<file path="config.mk">
export PLATFORM = sky130hd
export DESIGN_NAME = fft_frame_sched_flat
export DESIGN_NICKNAME = d
export VERILOG_FILES = /design/src/rtl/fft_pkg.sv /design/src/rtl/fft_frame_sched_if.sv /design/src/rtl/fft_mag_est.sv /design/src/rtl/fft_frame_sched.sv /design/src/flat_wrapper.sv
export SDC_FILE = /design/constraint.sdc
export NUM_CORES = 1
export LEC_CHECK = 0
export BUFFER_PORTS_ARGS = -buffer_cell sky130_fd_sc_hd__buf_4
export CAP_MARGIN = 5
export CORE_ASPECT_RATIO = 1.2
export CORE_UTILIZATION = 49
export DETAILED_ROUTE_END_ITERATION = 10
export PLACE_DENSITY_LB_ADDON = 0.15
export RECOVER_POWER = 25
export REMOVE_ABC_BUFFERS = 1
export SYNTH_ARGS = -nofsm -noshare
export SYNTH_HDL_FRONTEND = slang
export SYNTH_HIERARCHICAL = 1
export SYNTH_SLANG_ARGS = --single-unit
</file>
<file path="constraint.sdc">
create_clock -name clk -period 7.35 [get_ports clk]
set_clock_uncertainty 0.1 [all_clocks]
set_input_delay 1.47 -clock clk [delete_from_list [all_inputs] [get_ports clk]]
set_output_delay 1.47 -clock clk [all_outputs]
set_load 0.05 [all_outputs]
</file>
<file path="src/rtl/fft_pkg.sv">
// Shared definitions for the spectrum-analyzer FFT frame path.
package fft_pkg;

    localparam int BIN_NUM     = 512;
    localparam int BIN_W       = 9;
    localparam int DATA_W      = 32;
    localparam int TIMEOUT_CYC = 16384;

    typedef enum logic [2:0] {
        IDLE,
        START,
        LOAD,
        COMPUTE,
        RD_ADDR,
        RD_DATA,
        PRESENT
    } state_t;

    // One extra bit keeps abs(-2^(DATA_W-1)) exact; the sum of two such values still fits.
    function automatic logic [DATA_W:0] abs_sum(input logic signed [DATA_W-1:0] re,
                                                input logic signed [DATA_W-1:0] im);
        logic signed [DATA_W:0] re_x;
        logic signed [DATA_W:0] im_x;
        logic [DATA_W:0]        re_a;
        logic [DATA_W:0]        im_a;
        re_x = re;
        im_x = im;
        re_a = (re_x < 0) ? $unsigned(-re_x) : $unsigned(re_x);
        im_a = (im_x < 0) ? $unsigned(-im_x) : $unsigned(im_x);
        return re_a + im_a;
    endfunction

endpackage

</file>
<file path="src/rtl/fft_frame_sched_if.sv">
// Magnitude output stream: valid/ready handshake carrying a bin index and |re|+|im|.
interface fft_frame_sched_if
    import fft_pkg::*;
();

    logic              valid;
    logic              ready;
    logic [BIN_W-1:0]  bin;
    logic [DATA_W:0]   mag;

    modport master (output valid, output bin, output mag, input ready);
    modport slave  (input valid, input bin, input mag, output ready);

endinterface

</file>
<file path="src/rtl/fft_mag_est.sv">
// Combinational magnitude estimate |re|+|im|, shared with the display path.
module fft_mag_est
    import fft_pkg::*;
(
    input  logic signed [DATA_W-1:0] re,
    input  logic signed [DATA_W-1:0] im,
    output logic        [DATA_W:0]   mag
);

    assign mag = abs_sum(re, im);

endmodule

</file>
<file path="src/rtl/fft_frame_sched.sv">
// Frame scheduler: latches capture frames, launches and supervises one FFT per frame,
// releases the capture buffer and streams the bin magnitudes out.
module fft_frame_sched
    import fft_pkg::*;
#(
    parameter int BIN_NUM     = fft_pkg::BIN_NUM,
    parameter int BIN_W       = fft_pkg::BIN_W,
    parameter int DATA_W      = fft_pkg::DATA_W,
    parameter int TIMEOUT_CYC = fft_pkg::TIMEOUT_CYC
) (
    input  logic                     clk,
    input  logic                     rst,
    input  logic                     enable_i,
    input  logic                     frame_new_i,
    output logic                     frame_ack_o,
    output logic                     fft_start_o,
    input  logic                     fft_loading_i,
    input  logic                     fft_done_i,
    output logic [BIN_W-1:0]         bin_addr_o,
    input  logic signed [DATA_W-1:0] bin_real_i,
    input  logic signed [DATA_W-1:0] bin_img_i,
    fft_frame_sched_if.master        ob,
    output logic                     busy_o,
    output logic                     err_timeout_o,
    output logic [7:0]               overrun_cnt_o
);

    localparam int TMO_W = $clog2(TIMEOUT_CYC + 1);

    state_t           state;
    logic             pending;
    logic             load_seen;
    logic [BIN_W-1:0] k;
    logic [TMO_W-1:0] tmo_cnt;
    logic [DATA_W:0]  mag;
    logic             pend_take;
    logic             tmo_hit;

    fft_mag_est u_mag (
        .re  (bin_real_i),
        .im  (bin_img_i),
        .mag (mag)
    );

    assign pend_take = (state == IDLE) && pending && enable_i;
    // The counter starts one cycle after fft_start_o, so the limit is shifted by two
    // to raise the flag exactly TIMEOUT_CYC cycles after the start pulse.
    assign tmo_hit   = (tmo_cnt == TMO_W'(TIMEOUT_CYC - 2));

    always_ff @(posedge clk) begin
        if (rst) begin
            state         <= IDLE;
            pending       <= 1'b0;
            load_seen     <= 1'b0;
            k             <= '0;
            tmo_cnt       <= '0;
            frame_ack_o   <= 1'b0;
            fft_start_o   <= 1'b0;
            bin_addr_o    <= '0;
            ob.valid      <= 1'b0;
            ob.bin        <= '0;
            ob.mag        <= '0;
            busy_o        <= 1'b0;
            err_timeout_o <= 1'b0;
            overrun_cnt_o <= '0;
        end else begin
            frame_ack_o <= 1'b0;
            fft_start_o <= 1'b0;

            // A new frame arriving while the pending one is consumed re-arms without overrun.
            if (pend_take) begin
                pending <= frame_new_i;
            end else if (frame_new_i) begin
                pending <= 1'b1;
                if (pending && overrun_cnt_o != 8'hFF)
                    overrun_cnt_o <= overrun_cnt_o + 8'd1;
            end

            case (state)
                IDLE: begin
                    if (pend_take) begin
                        state       <= START;
                        fft_start_o <= 1'b1;
                        busy_o      <= 1'b1;
                    end
                end
                START: begin
                    tmo_cnt   <= '0;
                    load_seen <= 1'b0;
                    state     <= LOAD;
                end
                LOAD: begin
                    tmo_cnt <= tmo_cnt + 1'b1;
                    if (fft_done_i) begin
                        frame_ack_o <= 1'b1;
                        k           <= '0;
                        bin_addr_o  <= '0;
                        state       <= RD_ADDR;
                    end else if (tmo_hit) begin
                        err_timeout_o <= 1'b1;
                        frame_ack_o   <= 1'b1;
                        busy_o        <= 1'b0;
                        state         <= IDLE;
                    end else if (fft_loading_i) begin
                        load_seen <= 1'b1;
                    end else if (load_seen) begin
                        frame_ack_o <= 1'b1;
                        state       <= COMPUTE;
                    end
                end
                COMPUTE: begin
                    tmo_cnt <= tmo_cnt + 1'b1;
                    if (fft_done_i) begin
                        k          <= '0;
                        bin_addr_o <= '0;
                        state      <= RD_ADDR;
                    end else if (tmo_hit) begin
                        err_timeout_o <= 1'b1;
                        busy_o        <= 1'b0;
                        state         <= IDLE;
                    end
                end
                RD_ADDR: state <= RD_DATA;
                RD_DATA: begin
                    ob.valid <= 1'b1;
                    ob.bin   <= k;
                    ob.mag   <= mag;
                    state    <= PRESENT;
                end
                PRESENT: begin
                    if (ob.ready) begin
                        ob.valid <= 1'b0;
                        if (k == BIN_W'(BIN_NUM - 1)) begin
                            busy_o <= 1'b0;
                            state  <= IDLE;
                        end else begin
                            k          <= k + 1'b1;
                            bin_addr_o <= k + 1'b1;
                            state      <= RD_ADDR;
                        end
                    end
                end
                default: state <= IDLE;
            endcase
        end
    end

endmodule

</file>
<file path="src/flat_wrapper.sv">
// flat-port wrapper written by rule: the top's interface ports become plain ports
module fft_frame_sched_flat import fft_pkg::*;
#(
    parameter int BIN_NUM     = fft_pkg::BIN_NUM,
    parameter int BIN_W       = fft_pkg::BIN_W,
    parameter int DATA_W      = fft_pkg::DATA_W,
    parameter int TIMEOUT_CYC = fft_pkg::TIMEOUT_CYC
)
  (clk, rst, enable_i, frame_new_i, frame_ack_o, fft_start_o, fft_loading_i, fft_done_i, bin_addr_o, bin_real_i, bin_img_i, busy_o, err_timeout_o, overrun_cnt_o, ob_valid, ob_bin, ob_mag, ob_ready);
  fft_frame_sched_if ob_i ();
  input  logic clk;
  input  logic rst;
  input  logic enable_i;
  input  logic frame_new_i;
  output logic frame_ack_o;
  output logic fft_start_o;
  input  logic fft_loading_i;
  input  logic fft_done_i;
  output logic [BIN_W-1:0] bin_addr_o;
  input  logic signed [DATA_W-1:0] bin_real_i;
  input  logic signed [DATA_W-1:0] bin_img_i;
  output logic busy_o;
  output logic err_timeout_o;
  output logic [7:0] overrun_cnt_o;
  output wire logic [$bits(ob_i.valid)-1:0] ob_valid;
  output wire logic [$bits(ob_i.bin)-1:0] ob_bin;
  output wire logic [$bits(ob_i.mag)-1:0] ob_mag;
  input wire logic [$bits(ob_i.ready)-1:0] ob_ready;
  assign ob_valid = ob_i.valid;
  assign ob_bin = ob_i.bin;
  assign ob_mag = ob_i.mag;
  assign ob_i.ready = ob_ready;
  fft_frame_sched #(.BIN_NUM(BIN_NUM), .BIN_W(BIN_W), .DATA_W(DATA_W), .TIMEOUT_CYC(TIMEOUT_CYC)) u_core (.clk(clk), .rst(rst), .enable_i(enable_i), .frame_new_i(frame_new_i), .frame_ack_o(frame_ack_o), .fft_start_o(fft_start_o), .fft_loading_i(fft_loading_i), .fft_done_i(fft_done_i), .bin_addr_o(bin_addr_o), .bin_real_i(bin_real_i), .bin_img_i(bin_img_i), .ob(ob_i), .busy_o(busy_o), .err_timeout_o(err_timeout_o), .overrun_cnt_o(overrun_cnt_o));
endmodule
</file>
==> results.md <==
* Seq cells post-synth at 84
* Overflow after GRT at 0
* # diodes at 0
* Syn Area/Cell at 7.65 um2
* Num CTS Buffers at 9
* Hold-fix buffer count after cts at 0
* Critical path endpoint category: flip-flop
* Slack of the worst reg-to-reg path at 4.41 ns
* Filler instances at 1336
* Clock buffer depth at 2
* Die ar. at 14000 um2
* Status: complete, but fails checks
* Post-Synth Simple-Gate Area at 25.8%
* Max VDD drop at 0.136 mV
* Mapped Cells at 867
* CTS tree: yes
* R2r startpoint: u_core/state[1]$_SDFFE_PP0P_
* Detailed placer's ending HPWL at 12700 um
* Vias in the first global route at 5900
* Critical path arrival at 5.41 ns
* Power Dens Cells at 181 nW/um2
* WHS Endpoint: u_core/ob.mag[4]$_SDFFE_PP0P_
* RSZ-0062 raised after global routing: no
* DRT antenna net count at 0
* Synth Area in XOR/XNOR at 12.1%
* Initial antenna violation count at 0
* Critical path, cell by cell: buf_4, or4_4, or3_4, nor2_4, nand2_1, o31ai_1, xnor2_1, ha_1, nand3_1, a2111oi_0, nor3_1, o21ai_0, a31oi_1, xnor2_1, nand2_1, a21oi_1
* Share of the synthesized area in the top cell type at 25.3%
* Critical path type: input port to flip-flop
* Post-synth cell types at 81
* HP Class: flip-flop to flip-flop
* Most common cell after layout, fill and taps aside: nand2_1
* R2R depth at 5
* Die width at 108 um
* Nets at 1084
* Layout Cells excl Fill at 1146
* Post-synthesis adder-cell area fraction at 7.66%
* Placement Setup Slack at 1.71 ns
* Final setup viols at 0
* Setup Fix Bufs, Post-CTS at 0
* Clock Tree Root: clkbuf_16
* Tcrit/Tclk final at 74.0%
* Prevailing post-synth register cell: dfxtp_1
* Mux contribution to synthesized area at 0.396%
* Number of flops mapped to enable cells by yosys at 0
* Synth Cell Area at 6630 um2
* MaxCap Viol Count at 2
* H-tree Lvls at 3
* Clock sink count at 84
* Reg clk slew, reported paths at 0.06 ns
* Final Hold Viols at 0
* Post-cts sizing count at 0
* Die H at 129 um
* Slew Limit Fails at 119
* Total track usage at 23.5%
* Clock Latency Late Sink at 0.34 ns
* Peak Freq at 184 MHz
* Largest fanout on the critical path at 7
* Synth area leader: dfxtp_1
* First-pass GRT wire length at 26900 um
* Yosys warnings at 6
* Slew HR at -122%
* Worst slew pin tran at 3.32 ns
* Starting Density at 50.1%
* Wirelength, routed at 16500 um
* Worst EP required at 7.32 ns
* Final worst slack at 1.91 ns
* Dpl cells at 1130
* Compound-cell area share of the yosys netlist at 25.1%
* Worst setup path start: bin_real_i[8]
* CP startpoint kind: input port
* Final design utilization at 60.2%
* Rows at 46
* DRT Pass-1 Iters at 4
* Failing checks: capacitance limit, slew limit
* Worst path max stage delay at 0.75 ns
* Area of the core at 13200 um2
* Number of remaining DRC errors at 0
* Synth top area cells: dfxtp_1 25%, xnor2_1 9.6%, a21oi_1 7.7%
* Area delta synth->final at 20.1%
* Ys async rst share at 0%
* WL per Instance at 14.4 um
* Post-synthesis sequential area ratio at 25.3%
* Reg2reg end: u_core/ob.mag[23]$_SDFFE_PP0P_
* Min cycle time layout at 5.44 ns
* Slowest CP cell: a2111oi_0
* Vias per cell at 5.70
* Fraction of layout cells with a size suffix above 1 at 17.3%
* Initial DRC count at 353
* I/O pins at 135
* Via count at 6536
* I/O Buffers at 134
* Largest net degree at the start of global routing at 78
* Hold path start: u_core/ob.mag[4]$_SDFFE_PP0P_
* Most frequent cells in the layout: 134 x nand2_1, 130 x buf_4, 102 x a21oi_1, 84 x dfxtp_1, 73 x xnor2_1
* Largest family of logic cells by synthesized area: simple AND/OR/NAND/NOR gates
* Hold path cells at 2
* Static Leakage at 3.07 nW
* Fin Setup TNS at 0 ns
* Routability Congestion at 0.840
==> synth_stat cells, types with 8 or more instances <==
library cell,number
a211oi_1,8
a21o_1,21
a21oi_1,102
a31oi_1,9
and3_1,12
buf_2,8
clkbuf_1,30
dfxtp_1,84
ha_1,39
inv_1,17
nand2_1,134
nand2b_1,13
nand3_1,20
nand4_1,15
nor2_1,47
nor2b_1,9
nor3_1,13
o21a_1,12
o21ai_0,35
o31ai_1,17
o41ai_1,13
or4_1,15
xnor2_1,73
xor2_1,19
==> worst max-delay path, delay by kind of cell <==
kind	cells	cell delay (ns)
AOI/OAI and AO/OA	5	1.58
buffers and inverters	1	0.12
and+or+nand+nor	7	1.55
xor gates and xnor gates	2	0.26
adders and majority gates	1	0.42
==> through the flow <==
stage	cell area [um2]	hold slack (ns)	power, mW
after CTS	7990	0.356	1.45
after global placement	7690	0.344	0.995
final	7970	0.353	1.44
after detailed placement	7690	0.347	0.995
after floorplan	6460	0.338	0.857
after global routing	7970	0.374	1.53
==> power by group <==
part	switching [mW]	internal, mW
Clock	0.179	0.272
Combinational	0.288	0.222
Sequential	0.0179	0.464
Total	0.485	0.957
==> layer usage <==
metal	global-route usage (%)	share of wire [%]	vias up
li1	-	-	3375
met1	29.5	46	2958
met2	41.0	48	173
met4	8.86	2.1	0
met3	2.82	3.9	30
met5	0	0	-
==> cell type report <==
class	instances	area, um2	area share, %
timing repair buffer	136	998	12.5
inverter	17	63.8	0.801
clock buffer	12	246	3.09
multi-input combinational	725	4720	59.2
tap	168	210	2.64
sequential	84	1680	21.1
clock inverter	4	48.8	0.613
==> cell families after synthesis <==
family	after synthesis
buf+inv	58
flops	84
simple gates	331
fa+ha+maj	40
compound gates	260
xor+xnor	92
mux	2
==> how the worst max path moves through the flow <==
stage,end,slack (ns),cells past startpoint
floorplan,u_core/ob.mag[30]$_SDFFE_PP0P_,2.32,15
global placement,u_core/ob.mag[20]$_SDFFE_PP0P_,1.68,16
finish,u_core/ob.mag[20]$_SDFFE_PP0P_,1.91,16
global route,u_core/ob.mag[20]$_SDFFE_PP0P_,1.60,15
CTS,u_core/ob.mag[32]$_SDFFE_PP0P_,2.06,15
detailed placement,u_core/ob.mag[32]$_SDFFE_PP0P_,1.71,16
==> registers in the layout (all words and copies together) (netlist names) <==
| register | cells |
|---|---|
| u_core/tmo_cnt | 15 |
| u_core/busy_o | 1 |
| u_core/overrun_cnt_o | 8 |
| u_core/ob.bin | 9 |
| u_core/state | 3 |
| u_core/err_timeout_o | 1 |
| u_core/pending | 1 |
| u_core/fft_start_o | 1 |
| u_core/ob.valid | 1 |
| u_core/k | 9 |
| u_core/frame_ack_o | 1 |
| u_core/load_seen | 1 |
| u_core/ob.mag | 33 |
Note: power is estimated with default switching activity, not from simulation.
